**src/rtl/mdu_seq.sv**
```systemverilog
// Iterative RV32M multiply/divide sequencer: one shared shift/add/subtract
// datapath runs 32 iterations per operation; busy stalls the core meanwhile.
module mdu_seq (
    input  logic        clk,
    input  logic        reset,
    input  logic        start,
    input  logic [2:0]  op,
    input  logic [31:0] a,
    input  logic [31:0] b,
    input  logic        abort,
    output logic        busy,
    output logic        valid,
    output logic [31:0] result
);

    localparam int unsigned WORD = 32;
    localparam int unsigned CW   = 6;

    typedef enum logic [2:0] {IDLE, PREP, CALC, FIX, DONE} state_t;

    state_t            state;
    logic [2:0]        op_q;
    logic [WORD-1:0]   a_q, b_q;
    logic [WORD-1:0]   opnd;
    logic [WORD-1:0]   hi, lo;
    logic [CW-1:0]     cnt;
    logic              neg_main, neg_rem, special;
    logic [WORD-1:0]   spec_res;

    logic              is_div, a_sgn, b_sgn, sa, sb, div0, ovf;
    logic [WORD-1:0]   mag_a, mag_b, spec_val;
    logic [WORD:0]     msum, dtry;
    logic              dge;
    logic [2*WORD-1:0] prod_fix;
    logic [WORD-1:0]   quo_fix, rem_fix, fix_val;

    // Operand signedness, magnitudes, special cases and one datapath step
    always_comb begin
        is_div   = op_q[2];
        a_sgn    = is_div ? ~op_q[0] : (op_q[1:0] != 2'b11);
        b_sgn    = is_div ? ~op_q[0] : ~op_q[1];
        sa       = a_sgn & a_q[WORD-1];
        sb       = b_sgn & b_q[WORD-1];
        mag_a    = sa ? -a_q : a_q;
        mag_b    = sb ? -b_q : b_q;
        div0     = is_div & (b_q == '0);
        ovf      = is_div & ~op_q[0] & (a_q == 32'h8000_0000) & (b_q == 32'hFFFF_FFFF);
        spec_val = '0;
        if (div0)
            spec_val = op_q[1] ? a_q : 32'hFFFF_FFFF;
        else if (ovf)
            spec_val = op_q[1] ? 32'h0 : 32'h8000_0000;

        // hi:lo is the accumulator/multiplier for MUL, remainder/quotient for DIV
        msum     = {1'b0, hi} + (lo[0] ? {1'b0, opnd} : 33'd0);
        dtry     = {hi, lo[WORD-1]};
        dge      = (dtry >= {1'b0, opnd});

        prod_fix = neg_main ? -{hi, lo} : {hi, lo};
        quo_fix  = neg_main ? -lo : lo;
        rem_fix  = neg_rem  ? -hi : hi;
        if (is_div)
            fix_val = op_q[1] ? rem_fix : quo_fix;
        else
            fix_val = (op_q[1:0] == 2'b00) ? prod_fix[WORD-1:0] : prod_fix[2*WORD-1:WORD];
    end

    always_ff @(posedge clk or posedge reset) begin
        if (reset) begin
            state    <= IDLE;
            op_q     <= '0;
            a_q      <= '0;
            b_q      <= '0;
            opnd     <= '0;
            hi       <= '0;
            lo       <= '0;
            cnt      <= '0;
            neg_main <= 1'b0;
            neg_rem  <= 1'b0;
            special  <= 1'b0;
            spec_res <= '0;
            busy     <= 1'b0;
            valid    <= 1'b0;
            result   <= '0;
        end else if (abort && state != IDLE) begin
            state <= IDLE;
            busy  <= 1'b0;
            valid <= 1'b0;
        end else begin
            case (state)
                IDLE: begin
                    if (start && !abort) begin
                        op_q  <= op;
                        a_q   <= a;
                        b_q   <= b;
                        busy  <= 1'b1;
                        state <= PREP;
                    end
                end
                PREP: begin
                    neg_main <= sa ^ sb;
                    neg_rem  <= sa;
                    special  <= div0 | ovf;
                    spec_res <= spec_val;
                    hi       <= '0;
                    lo       <= is_div ? mag_a : mag_b;
                    opnd     <= is_div ? mag_b : mag_a;
                    cnt      <= '0;
                    state    <= (div0 | ovf) ? FIX : CALC;
                end
                CALC: begin
                    if (is_div) begin
                        hi <= dge ? WORD'(dtry - {1'b0, opnd}) : dtry[WORD-1:0];
                        lo <= {lo[WORD-2:0], dge};
                    end else begin
                        hi <= msum[WORD:1];
                        lo <= {msum[0], lo[WORD-1:1]};
                    end
                    cnt <= cnt + CW'(1);
                    if (cnt == CW'(WORD - 1))
                        state <= FIX;
                end
                FIX: begin
                    result <= special ? spec_res : fix_val;
                    valid  <= 1'b1;
                    state  <= DONE;
                end
                DONE: begin
                    valid <= 1'b0;
                    busy  <= 1'b0;
                    state <= IDLE;
                end
                default: begin
                    valid <= 1'b0;
                    busy  <= 1'b0;
                    state <= IDLE;
                end
            endcase
        end
    end

endmodule

```
**config.mk**
```make
export PLATFORM = sky130hd
export DESIGN_NAME = mdu_seq
export DESIGN_NICKNAME = d
export VERILOG_FILES = /design/src/rtl/mdu_seq.sv
export SDC_FILE = /design/constraint.sdc
export NUM_CORES = 1
export LEC_CHECK = 0
export CAP_MARGIN = 10
export CORE_MARGIN = 1.5
export CORE_UTILIZATION = 40
export CTS_BUF_LIST = sky130_fd_sc_hd__clkbuf_4 sky130_fd_sc_hd__clkbuf_8
export DETAILED_ROUTE_END_ITERATION = 7
export DONT_BUFFER_PORTS = 1
export HOLD_SLACK_MARGIN = 0.06
export PLACE_DENSITY = 0.51
export SLEW_MARGIN = 20
export SYNTH_ARGS = -nofsm -noshare
export SYNTH_HDL_FRONTEND = slang
export SYNTH_SLANG_ARGS = --single-unit
```
**constraint.sdc**
```tcl
create_clock -name clk -period 16.7 [get_ports clk]
set_clock_uncertainty 0.1 [all_clocks]
set_input_delay 3.34 -clock clk [delete_from_list [all_inputs] [get_ports clk]]
set_output_delay 3.34 -clock clk [all_outputs]
set_load 0.03 [all_outputs]
```
==> flow_summary.json <==
{
  "outcome": "finished, final reports clean",
  "grt_overflow": 0,
  "worst_pin_slew_ns": 1.01,
  "synth_top_cell_by_area": "dfrtp_1",
  "slowest_stage": "buf_4",
  "die_x_um": 216,
  "swShare_pct": 51.6,
  "synth_seq_cells": 241,
  "period_share_pct": 31.1,
  "layout-drive-gt1-share_pct": 10.2,
  "post_cts_buffers": 0,
  "fin_area_um2": 19500,
  "crit_type": "primary input to async pin",
  "ioPinCount": 105,
  "fin_tns_setup_ns": 0,
  "cp_num_buf_inv": 3,
  "p_seq_share_pct": 28.4,
  "period_needed_ns": 5.20,
  "nFillCells": 4549,
  "rows": 77,
  "multi_input_area_um2": 11300,
  "ys_seq_area_share_pct": 33.2,
  "dp_hpwl_um": 50600,
  "gp_congestion": 0.926,
  "dr.pass1.iters": 8,
  "maxSlewViolCount": 0,
  "die_area_um2": 46700,
  "yosys_warnings": 0,
  "drt_iter0_markers": 1659,
  "clockPowerShare_pct": 14.7,
  "avgSynthCellArea_um2": 8.43,
  "grt_max_degree": 109,
  "cp-end-kind": "async pin",
  "crit_start": "reset",
  "cts_sinks": 241,
  "hold_path_class": "register to register",
  "path_cells": "inv_8, buf_4, buf_4",
  "max_freq_ghz": 0.192,
  "drc_errors": 0,
  "setup_violations": 0,
  "ctsResizeCount": 0,
  "synth-main-ff-cell": "dfrtp_1",
  "cts.reportedPaths.clkPinSlew_ns": 0.06,
  "synth_area_leaders": "dfrtp_1 33%, o21ai_0 5.5%, xnor2_1 5.4%, nand2_1 4.9%, ha_1 4.8%",
  "synthTopCellsByCount": "241 x dfrtp_1, 238 x nand2_1, 199 x o21ai_0",
  "dpl.cell_count": 2626,
  "cts_inserted_buffers": 45,
  "grt_pass1_wl_um": 101000,
  "cts_hold_buf": 0,
  "track_usage_pct": 28.6,
  "instances_no_fill": 2706,
  "place_ws_ns": 10.79,
  "path_delay_family": "buffers and inverters",
  "syn_inst": 2154,
  "power_density_nw_per_um2": 213,
  "synth_most_common_cell": "dfrtp_1",
  "ant_nets": 0,
  "drv_cap": 0,
  "grt_pass1_vias": 15600,
  "core_um2": 44500,
  "design.final.nets": 2224,
  "synth.distinct_cells": 72,
  "p_total_uw": 4160,
  "synth_fp_nets": 2297,
  "path_common_cell": "buf_4",
  "ctsRootBufferMaster": "clkbuf_8",
  "peakVddDrop_v": 0.0000841,
  "placed_cell_area_um2": 18600,
  "rsz0062_at_grt": "no",
  "cts_buffer_depth": 3,
  "clk-insertion-delay-late_ns": 0.64,
  "relSlewSlack_pct": 32.9,
  "avgRoutedWirePerCell_um": 24.8,
  "cpPeakStageDelay_ns": 0.87,
  "power_frac_comb_pct": 56.9,
  "p_leak_uw": 0.00832,
  "die_y_um": 216,
  "start_util_pct": 40.8,
  "timing.reg2reg.setup_slack_ns": 11.88,
  "fin_ws_ns": 11.50,
  "switchingPower_uw": 2150,
  "area_growth_pct": 7.55,
  "critical_path_required_ns": 17.21,
  "timing.rr.start": "lo[0]",
  "startpoint_type": "primary input",
  "synthesis.area_um2": 18200,
  "insertedDiodeCount": 0,
  "p_int_uw": 2010,
  "crit_path_end": "result[31]",
  "routed_wl_um": 67100,
  "arrival_ns": 5.71,
  "dr_total_vias": 16500,
  "synthArstFlopShare_pct": 100,
  "htreeDepth": 2,
  "regArea_um2": 6040,
  "vias_per_cell": 6.09,
  "synth_top_area_share_pct": 33.2,
  "synth_edf_count": 0,
  "r2r_end": "hi[31]",
  "r2r_cells": 13,
  "tritoncts": "yes",
  "hold_viol_final": 0,
  "worstPathMaxFanout": 108,
  "numPortBuffers": 0,
  "cp.depth": 3,
  "antenna_found_initial": 1
}
-- power by group through the flow --
stage	Clock, µW	Combinational, µW	Sequential [µW]
2_1_floorplan	0	1790	982
3_3_place_gp	0	2300	1180
3_5_place_dp	0	2320	1180
4_1_cts	626	2330	1170
5_1_grt	652	2580	1200
6_report	612	2370	1180
-- sequential cells by signal, indices dropped and copies added (netlist names), 6 cells and up --
register and cells:
spec_res 32, b_q 32, cnt 6, hi 32, a_q 32, result 32, lo 32, opnd 32
-- worst register-to-register path: stages (launching register included) --
cell and delay (ns):
dfrtp_1 0.50, inv_1 0.48, nor2_1 0.13, ha_1 0.35
nor2b_1 0.16, o31ai_1 0.40, a211oi_1 0.21, o41ai_1 0.54
o211ai_1 0.32, a41oi_1 0.43, a31oi_1 0.26, nor3b_1 0.21
a2111oi_0 0.45, o22ai_1 0.15
-- logic make-up after synthesis --
group / count (synthesis) / synth area share, %
adder cells (fa/ha/maj): 72 / 5.05
buffers and inverters: 223 / 4.72
multiplexers: 135 / 8.16
flip-flops: 241 / 33.2
AND/OR/NAND/NOR: 651 / 17.0
AO/OA/AOI/OAI: 629 / 22.0
XOR/XNOR: 203 / 9.79
-- layout make-up --
cell class / instances / area share, %
clock inverters: 12 / 0.410
well taps: 592 / 3.79
multi-input cells: 1690 / 57.9
clock buffers: 68 / 4.47
inverters: 77 / 1.52
flip-flops and latches: 241 / 30.9
repair buffers: 26 / 1.00
-- layer usage --
layer | vias to the layer above | wire (µm) | GRT usage, %
li1 | 7657 | - | -
met4 | 2 | 2230 | 9.81
met2 | 591 | 29300 | 42.9
met3 | 110 | 4660 | 5.45
met1 | 8133 | 30800 | 41.2
met5 | - | 12 | 0
-- stage by stage --
step / hold slack (ns) / utilization [%]
finish: 0.380 / 43.9
global route: 0.412 / 43.9
CTS: 0.387 / 43.9
detailed placement: 0.373 / 41.7
global placement: 0.364 / 41.7
floorplan: 0.342 / -
-- worst min-delay path by stage --
stage                             from           end  slack [ns]  cells past startpoint
after floorplan           spec_res[21]  spec_res[21]        0.34                      2
after global placement        opnd[31]      opnd[31]        0.36                      2
after detailed placement      opnd[31]      opnd[31]        0.37                      2
after CTS                     opnd[31]      opnd[31]        0.39                      2
after global routing      spec_res[23]  spec_res[23]        0.41                      2
final                         opnd[28]      opnd[28]        0.38                      1
-- layout by cell type (no fill, tap or decap), types with 19 or more instances in the layout --
master,instances
nand2_1,237
xor2_1,92
dfrtp_1,239
nand4_1,19
inv_1,76
o21ai_0,199
or4_1,21
o31ai_1,50
mux2i_1,58
a21o_1,20
ha_1,70
a22oi_1,26
xnor2_1,111
nor2_1,146
nand3_1,42
mux2_2,74
a31oi_1,21
a21oi_1,145
clkbuf_8,58
nor3_1,36
o221ai_1,42
or3_1,23
nor2b_1,38
buf_4,26
Power figures use the tool's default switching activity.
